--- src/rtl/usb_txn_arbiter_pkg.sv ---
// Shared types and helpers for the USB host transaction arbiter.
// Holds the FSM state encoding, the latched transaction record and round-robin index math.
package usb_txn_arbiter_pkg;

  typedef enum logic [1:0] {
    ARB_IDLE,
    ARB_ISSUE,
    ARB_WAIT,
    ARB_RESP
  } arb_state_t;

  typedef struct packed {
    logic        write;
    logic [15:0] mempage;
    logic [63:0] wdata;
  } txn_t;

  // Index 'off' positions after 'base' on a ring of n requesters.
  function automatic int rr_index(input int base, input int off, input int n);
    return (base + off) % n;
  endfunction

endpackage

--- src/rtl/usb_txn_arbiter_rr_arbiter.sv ---
// Combinational round-robin picker: first asserted request at or after ptr.
// The pointer register is owned by the instantiating module.
module rr_arbiter
  import usb_txn_arbiter_pkg::*;
#(
  parameter  int N  = 2,
  localparam int IW = (N > 1) ? $clog2(N) : 1
) (
  input  logic [N-1:0]  req,
  input  logic [IW-1:0] ptr,
  output logic [N-1:0]  grant,
  output logic [IW-1:0] grant_idx
);

  // Scan from the farthest slot back to ptr so the nearest valid request wins.
  always_comb begin
    // NOTE: every output gets a default first so no path through the block infers a latch.
    grant     = '0;
    grant_idx = '0;
    for (int i = N - 1; i >= 0; i--) begin
      if (req[IW'(rr_index(int'(ptr), i, N))]) begin
        grant                                   = '0;
        grant[IW'(rr_index(int'(ptr), i, N))]   = 1'b1;
        grant_idx                               = IW'(rr_index(int'(ptr), i, N));
      end
    end
  end

endmodule

--- src/rtl/usb_txn_arbiter.sv ---
// Round-robin arbiter sharing one RW_FSM between NUM_REQ requesters, one transaction in flight.
// Optional retry-on-failure is enabled by defining USB_ARB_RETRY_EN.
module usb_txn_arbiter
  import usb_txn_arbiter_pkg::*;
#(
  parameter int NUM_REQ     = 2,
  parameter int TIMEOUT_CYC = 4096,
  parameter int MAX_RETRY   = 3
) (
  input  logic                  clock,
  input  logic                  reset_n,
  input  logic [NUM_REQ-1:0]    req_valid,
  output logic [NUM_REQ-1:0]    req_ready,
  input  logic [NUM_REQ-1:0]    req_write,
  input  logic [NUM_REQ*16-1:0] req_mempage,
  input  logic [NUM_REQ*64-1:0] req_wdata,
  output logic [NUM_REQ-1:0]    rsp_valid,
  output logic                  rsp_success,
  output logic [63:0]           rsp_rdata,
  output logic                  read_start,
  output logic                  write_start,
  output logic [15:0]           read_mempage,
  output logic [15:0]           write_mempage,
  output logic [63:0]           write_data,
  input  logic                  finished,
  input  logic                  read_success,
  input  logic                  write_success,
  input  logic [63:0]           read_data
);

  localparam int PTR_W = (NUM_REQ > 1) ? $clog2(NUM_REQ) : 1;
  localparam int TMR_W = (TIMEOUT_CYC > 1) ? $clog2(TIMEOUT_CYC) : 1;
  localparam int RTY_W = (MAX_RETRY > 0) ? $clog2(MAX_RETRY + 1) : 1;
`ifdef USB_ARB_RETRY_EN
  localparam bit RETRY_EN = 1'b1;
`else
  localparam bit RETRY_EN = 1'b0;
`endif

  arb_state_t         state_q, state_d;
  txn_t               txn_q, txn_sel;
  logic [NUM_REQ-1:0] grant, gnt_q;
  logic [PTR_W-1:0]   grant_idx, ptr_q;
  logic [TMR_W-1:0]   timer_q;
  logic [RTY_W-1:0]   retry_q;
  logic               succ_q;
  logic [63:0]        rdata_q;
  logic               accept, issue_go, in_wait, in_resp;
  logic               timeout, wait_succ, wait_fail, retry;

  rr_arbiter #(.N(NUM_REQ)) u_rr (
    .req       (req_valid),
    .ptr       (ptr_q),
    .grant     (grant),
    .grant_idx (grant_idx)
  );

  always_comb begin
    txn_sel = '0;
    for (int i = 0; i < NUM_REQ; i++) begin
      if (grant[i]) begin
        txn_sel.write   = req_write[i];
        txn_sel.mempage = req_mempage[i*16 +: 16];
        txn_sel.wdata   = req_wdata[i*64 +: 64];
      end
    end
  end

  // A start is withheld while finished is still high from the previous transaction,
  // so WAIT only ever sees a finished that belongs to the current start.
  assign accept    = (state_q == ARB_IDLE) && (|req_valid);
  assign issue_go  = (state_q == ARB_ISSUE) && !finished;
  assign in_wait   = (state_q == ARB_WAIT);
  assign in_resp   = (state_q == ARB_RESP);
  assign wait_succ = txn_q.write ? write_success : read_success;
  assign timeout   = in_wait && !finished && (timer_q == TMR_W'(TIMEOUT_CYC - 1));
  assign wait_fail = in_wait && ((finished && !wait_succ) || timeout);
  assign retry     = RETRY_EN && wait_fail && (retry_q < RTY_W'(MAX_RETRY));

  always_ff @(posedge clock or negedge reset_n) begin
    if (!reset_n) state_q <= ARB_IDLE;
    else          state_q <= state_d;
  end

  always_comb begin
    state_d = state_q;
    unique case (state_q)
      ARB_IDLE:  if (accept) state_d = ARB_ISSUE;
      ARB_ISSUE: if (!finished) state_d = ARB_WAIT;
      ARB_WAIT: begin
        if (retry)                     state_d = ARB_ISSUE;
        else if (finished || timeout)  state_d = ARB_RESP;
      end
      ARB_RESP:  state_d = ARB_IDLE;
      default:   state_d = ARB_IDLE;
    endcase
  end

  always_ff @(posedge clock or negedge reset_n) begin
    if (!reset_n) begin
      ptr_q   <= '0;
      gnt_q   <= '0;
      txn_q   <= '0;
      timer_q <= '0;
      retry_q <= '0;
      succ_q  <= 1'b0;
      rdata_q <= '0;
    end else begin
      // NOTE: non-blocking assignments keep every register sampling pre-edge values.
      if (accept) begin
        txn_q   <= txn_sel;
        gnt_q   <= grant;
        ptr_q   <= PTR_W'(rr_index(int'(grant_idx), 1, NUM_REQ));
        retry_q <= '0;
      end
      if (issue_go) timer_q <= '0;
      if (in_wait) begin
        timer_q <= timer_q + 1'b1;
        if (finished) begin
          succ_q  <= wait_succ;
          rdata_q <= txn_q.write ? 64'd0 : read_data;
        end else if (timeout) begin
          succ_q  <= 1'b0;
          rdata_q <= '0;
        end
      end
      if (retry) retry_q <= retry_q + 1'b1;
    end
  end

  // req_ready is forced low while reset is asserted so every output reads 0 in reset.
  assign req_ready     = (state_q == ARB_IDLE && reset_n) ? grant : '0;
  assign read_start    = issue_go && !txn_q.write;
  assign write_start   = issue_go && txn_q.write;
  assign read_mempage  = txn_q.write ? 16'd0 : txn_q.mempage;
  assign write_mempage = txn_q.write ? txn_q.mempage : 16'd0;
  assign write_data    = txn_q.write ? txn_q.wdata : 64'd0;
  assign rsp_valid     = in_resp ? gnt_q : '0;
  assign rsp_success   = in_resp && succ_q;
  assign rsp_rdata     = in_resp ? rdata_q : 64'd0;

endmodule

--- config.mk ---
export PLATFORM = sky130hd
export DESIGN_NAME = usb_txn_arbiter
export DESIGN_NICKNAME = d
export VERILOG_FILES = /design/src/rtl/usb_txn_arbiter_pkg.sv /design/src/rtl/usb_txn_arbiter_rr_arbiter.sv /design/src/rtl/usb_txn_arbiter.sv
export SDC_FILE = /design/constraint.sdc
export NUM_CORES = 1
export LEC_CHECK = 0
export ABC_CLOCK_PERIOD_IN_PS = 1800
export CAP_MARGIN = 10
export CORE_AREA = 2 2 155 157
export DETAILED_ROUTE_END_ITERATION = 10
export DIE_AREA = 0 0 157 159
export GPL_ROUTABILITY_DRIVEN = 1
export PLACE_DENSITY = 0.71
export SKIP_LAST_GASP = 1
export SLEW_MARGIN = 20
export SYNTH_ARGS = -nofsm -noshare
export SYNTH_HDL_FRONTEND = slang
export SYNTH_SLANG_ARGS = --single-unit
--- constraint.sdc ---
create_clock -name clock -period 1.8 [get_ports clock]
set_input_delay 0.36 -clock clock [delete_from_list [all_inputs] [get_ports clock]]
set_output_delay 0.36 -clock clock [all_outputs]
set_load 0.02 [all_outputs]
; ---- After elaboration in Yosys (flattened, before gate mapping)
; Index checks and enable logic that the tools add are counted.
[word_totals]
ff_bits = 163
inputBits = 233
output_inout_bits = 167
wordCells = 74
[classes]
add_sub_neg = 3
order_cmp = 4
n_eq_ne = 7
muxes = 32
n_reduce_logical = 19
[ops]
columns = op, n
row1 = $mux W64, 5
row2 = $mux W81, 2
row3 = $mux W16, 2
row4 = $mux W12, 2
row5 = $mux W2, 7
row6 = $add A12 B1 Y12 const B, 1
row7 = $eq A12 B12 Y1 const B, 1
row8 = $mux W1, 11
row9 = $logic_and A1 B1 Y1, 10
row10 = $pmux W2 S4, 1
row11 = $lt A1 B3 Y1 const B, 2
row12 = $eq A2 B2 Y1 const B, 2
row13 = $ne A2 B2 Y1 const B, 2
row14 = $reduce_bool A2 Y1, 2
row15 = $reduce_and A3 Y1, 1
row16 = $add A1 B1 Y1 const B, 2
row17 = $demux W1 S1, 2
row18 = $eq A2 B1 Y1 const B, 1
row19 = $ge A1 B1 Y1 const B, 2
row20 = $logic_not A1 Y1, 2
row21 = $logic_not A2 Y1, 1
row22 = $ne A2 B1 Y1 const B, 1
row23 = $reduce_and A2 Y1, 1
row24 = $reduce_or A2 Y1, 1
row25 = $logic_or A1 B1 Y1, 1

; ---- Longest topological paths before layout
[logic_depth]
word_depth = 9
depth_mapped = 8
ltp_nobuf = 6

; ---- Modules after synthesis
; A second synthesis with hierarchy kept.
[unflattened]
hier_cells = 780
hier_area_um2 = 7851.3
[by_module_without_submodules]
columns = module, instances, cells_each, area_per_inst_um2, seq_area_each_um2
row1 = usb_txn_arbiter, 1, 776, 7823.8, 4078.9
row2 = rr_arbiter, 1, 4, 27.5, 0.0

; ---- Worst setup path before layout
; Ideal clock, no wire load.
[synth_path]
path_type = flip-flop to output port
from = reg state_q[0]
to = out req_ready[0]
arrival_time_ps = 1658
required_ps = 1440
slack_ps = -218
path_stages_with_launch = 8
path_buffers = 2
cell_sequence = dfrtp_1 > inv_1 > ha_1 > nand2_1 > nor2_1 > clkbuf_1 > clkbuf_1 > and2_1
[synth_between]
elab_chain_cells = 3
[synth_lines]
columns = element, line_no
row1 = start: declaration, usb_txn_arbiter.sv:40  ; arb_state_t state_q, state_d;
row2 = start signal: assignment, usb_txn_arbiter.sv:82  ; else state_q <= state_d;
row3 = $logic_not A2 Y1, usb_txn_arbiter.sv:132  ; assign req_ready = (state_q == ARB_IDLE && reset_n) ? grant : '0;
row4 = $logic_and A1 B1 Y1, usb_txn_arbiter.sv:132
row5 = $mux W2, usb_txn_arbiter.sv:132
row6 = end: declaration, usb_txn_arbiter.sv:13  ; output logic [NUM_REQ-1:0] req_ready,
; No other way between the ends.

; ---- Worst setup path in the final report
[layout_path]
from = reg state_q[1]
to = out rsp_rdata[0]
[layout_between]
elab_chain_cells = 2
[layout_lines]
columns = element, line_no
row1 = $eq A2 B2 Y1, usb_txn_arbiter.sv:74  ; assign in_resp = (state_q == ARB_RESP);
row2 = $mux W64, usb_txn_arbiter.sv:140  ; assign rsp_rdata = in_resp ? rdata_q : 64'd0;
row3 = end: declaration, usb_txn_arbiter.sv:19  ; output logic [63:0] rsp_rdata,
; No other way between the ends.

==> reports/results.ini <==
[die]
row_count = 56
start_util = 0.307
die_y_um = 159
die_w_um = 157
num_io_pins = 400
dieArea_um2 = 25000
core-area_um2 = 23200

[critical_path]
cp.arrival_ns = 1.68
r2r_end = rdata_q[5]$_DFFE_PN0P_
criticalPathCategory = reg2out
endpoint = rsp_rdata[0]
start_kind = flop
worstPathRequired_ns = 1.44
ff2ff_path_depth = 10
crit_path_end_kind = output port
r2r_slack_ns = -0.20
timing.rr.start = state_q[1]$_DFFE_PN0P_
worstPathMaxFanout = 17
critPathLaunch = state_q[1]$_DFFE_PN0P_

[finish]
final_area_um2 = 12800
nets = 1207
drive_gt1_frac = 0.421
syn2layout_area_growth_pct = 79.3

[cts]
clkTransAtPathRegs_ns = 0.07
tritoncts = done
root_buffer = clkbuf_16
clock-sinks = 162
cts_buffer_depth = 2
clk_latency_ns = 0.43
cts_made_buffers = 17
cts-htree-levels = 4

[timing]
slew_headroom = 0.644
setup_viol = 229
finalWorstSetupSlack_ns = -0.245
skew_ns = 0.0127
maxSlewViolCount = 0
max_slew.worst_pin.slew_ns = 0.534
fmax_mhz = 489
hold_viol_final = 0
min_period_ns = 2.04
rsz0062_at_grt = true
fin_crit_sh = 1.14

[drt]
drc = 0
post_drt_via_cell_ratio = 4.78
wl_per_cell_um = 20.1
drt_pre_antenna_iters = 4
via_count = 6214
first_iter_violations = 315
routed_wl_um = 26100
ant_nets = 0

[synth]
netlist_area_um2 = 7120
synth_top_cell_area_share = 0.569
synth_edf_count = 0
synth_top_area_cell = dfrtp_1
synth_warnings = 0
ys_types = 34
synth_seq_cells = 162
ys_seq_area_frac = 0.569
syn_inst = 599
ys.flop_type = dfrtp_1
synth_area_leaders = dfrtp_1 57%, a22o_1 18%, and2_1 13%
avgSynthCellArea_um2 = 11.9
ys_async_sr_fraction = 1.00

[grt]
grt_max_degree = 92
grt_usage = 0.196
grt_pass1_wl_um = 37700
grt.overflow.total = 0
antenna_found_initial = 1
grt_pass1_vias = 6597

[power_and_ir_drop]
p_leak_nw = 6.14
total_power_mw = 17.9
peakVddDrop_mv = 0.808
power_density_nw_per_um2 = 1400

[outcome]
status = finished, violations left
violations = setup timing

[placement]
io_buffers = 316
place_congestion = 0.748
hpwl_um = 14900
place_area_um2 = 10800

[job]
drv_cap = 0

[min_path]
hp-class = reg2reg

==> synth_stat cells, drive strengths merged (6+ instances only) <==
| cell | number |
|---|---|
| a22o | 146 |
| and2 | 148 |
| buf | 18 |
| clkbuf | 35 |
| dfrtp | 162 |
| ha | 6 |
| mux2i | 7 |
| nand2 | 18 |
| nor2 | 6 |
| nor2b | 19 |
| o21ai | 9 |
==> how the worst min path moves through the flow <==
stage                                  startpoint                       to  slack (ns)  cells past startpoint
after global routing       rdata_q[5]$_DFFE_PN0P_   rdata_q[5]$_DFFE_PN0P_        0.50                      1
after global placement                    reset_n    txn_q[75]$_DFFE_PN0P_        0.43                      2
after CTS                 timer_q[11]$_DFFE_PN0P_  timer_q[11]$_DFFE_PN0P_        0.48                      1
final                     timer_q[11]$_DFFE_PN0P_  timer_q[11]$_DFFE_PN0P_        0.48                      1
after detailed placement                  reset_n     txn_q[0]$_DFFE_PN0P_        0.43                      2
after floorplan                           reset_n     gnt_q[0]$_DFFE_PN0P_        0.06                      0
==> routing by layer <==
layer / track usage / share of wire / vias to the layer above
met5: 0 / 0 / -
met4: 0.0525 / 0.014 / 0
met3: 0.0768 / 0.093 / 24
met2: 0.334 / 0.49 / 269
met1: 0.227 / 0.40 / 3061
li1: - / - / 2860
==> worst max-delay path, stage by stage (launching register included) <==
cell and delay (ns):
dfrtp_2 0.45, ha_4 0.24, buf_16 0.17, and2_1 0.15, clkdlybuf4s15_2 0.25
==> per-stage QoR <==
step	hold WS, ns	TNS, ns	setup WS (ns)	util	std cells
2_1_floorplan	0.0644	0	0.0338	-	600
3_3_place_gp	0.433	-16.90	-0.480	0.466	1210
3_5_place_dp	0.433	-19.45	-0.450	0.466	1210
4_1_cts	0.481	-36.40	-0.253	0.522	1285
5_1_grt	0.504	-44.37	-0.309	0.551	1300
6_report	0.479	-32.40	-0.245	0.551	1301
==> what timing repair did <==
item	CTS	global route
resized for setup	901	205
hold endpoints to repair	71	0
gates cloned	16	7
endpoints found under the setup margin	231	240
buffers inserted	26	17
hold buffers	1	0
pin swaps	10	14
==> cells in the final DEF, fill, tap and decap left out, types with 4 or more instances in the layout <==
cell	count
buf_2	27
and2_4	95
ha_4	4
and2_1	53
buf_12	18
nor2b_1	8
buf_4	44
inv_6	6
a22o_1	146
buf_16	11
dfrtp_1	160
clkinv_4	4
clkdlybuf4s50_1	150
nand2_1	16
nor2b_4	11
mux2i_1	7
clkbuf_16	23
buf_6	138
o21ai_0	6
==> kinds of logic after synthesis <==
| logic type | after synthesis | share of synthesized area |
|---|---|---|
| mux | 8 | 0.0114 |
| simple gates | 203 | 0.175 |
| compound gates | 163 | 0.196 |
| buf+inv | 56 | 0.0379 |
| flops | 162 | 0.569 |
| fa+ha+maj | 6 | 0.0105 |
| other cells | 1 | 0.000526 |
==> layout make-up <==
cell class,instances,area [µm²]
Antenna cell,1,2.50
Clock buffer,19,453
Clock inverter,13,118
Fill cell,1926,10400
Inverter,3,16.3
Multi-Input combinational cell,382,3270
Sequential cell,162,4060
Tap cell,319,399
Timing Repair Buffer,402,4460
==> report_power, final <==
part           total (mW)  internal, mW  switching [mW]  leakage (nW)
clock                3.57          1.90            1.67         0.285
combinational        8.61          4.76            3.85          3.74
sequential           5.70          4.88           0.818          2.11
==> sequential cells by signal, indices dropped and copies added (netlist names) <==
name,cells
txn_q,81
rdata_q,64
timer_q,12
state_q,2
gnt_q,1
ptr_q,1
succ_q,1
Power figures use the tool's default switching activity.
==> variant, RTL diff (same settings) <==
Change the localparam `RETRY_EN` from 1'b0 to 1'b1.
--- a/src/rtl/usb_txn_arbiter.sv
+++ b/src/rtl/usb_txn_arbiter.sv
@@ -36,3 +36,3 @@
 `else
-  localparam bit RETRY_EN = 1'b0;
+  localparam bit RETRY_EN = 1'b1;
 `endif
Formal check against the unedited RTL: not equivalent (Yosys sat finds a counterexample within 4 cycles, from zero or initial values and one cycle with reset_n low).
==> variant against the unedited design <==
The run still ends with setup timing left. Synthesized cell count increased by 2.7%. Power increased by 22%. Setup slack got worse by 34 ps. Sequential cell count increased by 2. Utilization increased by 3.0 points. Final cell count increased by 1.1%. Sequential power increased by 14%. Hold slack got worse by 420 ps. Design area increased by 5.4%. Routed wire length increased by 6.4%. Area after synthesis increased by 1.4%. Non-clock buffer count increased by 7.
==> variant: results (changes against the unedited design) <==
[run_status]
outcome=finished, violations left
failed_checks=setup timing

[grt]
grt_pass1_vias=6683  ; +1.3%
grt_first_pass_wirelength_um=39800  ; +5.6%
gr-usage-met1=0.272  ; +0.0440
grt_use_total=0.206  ; +0.0100
grt.met2_usage=0.327  ; -0.00758

[final_layout]
layout-drive-gt1-share=0.460  ; +0.0393
final.fill_count=1775  ; -7.8%
layout.comb_gates.multi_input=387  ; +1.3%
multi_input_area_share=0.257  ; +0.00107
buffers_excl_clock=409  ; +1.7%
final-seq-area_um2=4110  ; +1.3%
clk_share=0.0465  ; +0.00187

[worst_setup_path]
rr_worst_depth=9  ; -1
cp.arrival_ps=1720  ; +40 ps
timing.critical_path.slowest_cell_delay_ps=430  ; -20 ps
maximum_fanout_along_the_worst_path=3  ; -14

[yosys]
synth.area.top_cells=dfrtp_1, a22o_1, and2_1
yosysSeqAreaShare=0.568  ; -0.000759
synth_top_cells_by_count=dfrtp_1, a22o_1, and2_1
synth-seq-cells=164  ; +1.2%

[power]
power.share.clock=0.183  ; -0.017
power_density_nw_per_um2=1620  ; +16%
share_of_total_power_consumed_by_net_switching=0.355  ; about the same
power.leakage_nw=6.31  ; +2.8%

[sta]
setup_viol_count_final=221  ; -3.5%
slew_headroom=0.371  ; -0.273
worst_setup_margin_ps=-279  ; -34.1 ps
fin_setup_tns_ps=-30830  ; +1560 ps

[placement]
detailedPlace.worstSlack_ps=-385  ; +64.5 ps
place.detailed.hpwl_um=15700  ; +5.3%
placed_insts=1221  ; +0.91%

[drt]
avgViaCountPerCell=5.08  ; +6.4%
detail_route.iter0.violations=417  ; +32%
met3WireLength_um=1720  ; -29%
m1WireLength_um=11600  ; +12%
wirelength_per_cell_um=21.1  ; +5.3%

variant: critical path, delay by kind of cell (launching register included):
kind / cells / cell delay, ps
AND/OR/NAND/NOR: 2 / 480
flip-flops: 1 / 430
buffers and inverters: 3 / 390
variant: repair_timing:
item	in CTS	in global routing
hold buffers	0	0
buffers inserted	24	17
resized for setup	970	221
gates cloned	17	11
hold endpoints to repair	0	0
pin swaps	3	9
endpoints found under the setup margin	247	321
variant: worst max path at each step:
stage                  from      endpoint  cells after the start
6_report         state_q[1]    read_start                      5
5_1_grt          state_q[1]    read_start                      5
4_1_cts          state_q[0]    read_start                      5
3_5_place_dp       finished   write_start                      4
3_3_place_gp   req_valid[0]  req_ready[0]                      5
2_1_floorplan    state_q[1]    read_start                      4
variant: cells by family after synthesis:
| family | synth area share |
|---|---|
| buf+inv | 0.0450 |
| compound gates | 0.193 |
| fa+ha+maj | 0.00346 |
| simple gates | 0.178 |
| mux | 0.0113 |
| xor+xnor | 0.00121 |
| flops | 0.568 |
| other cells | 0.000519 |
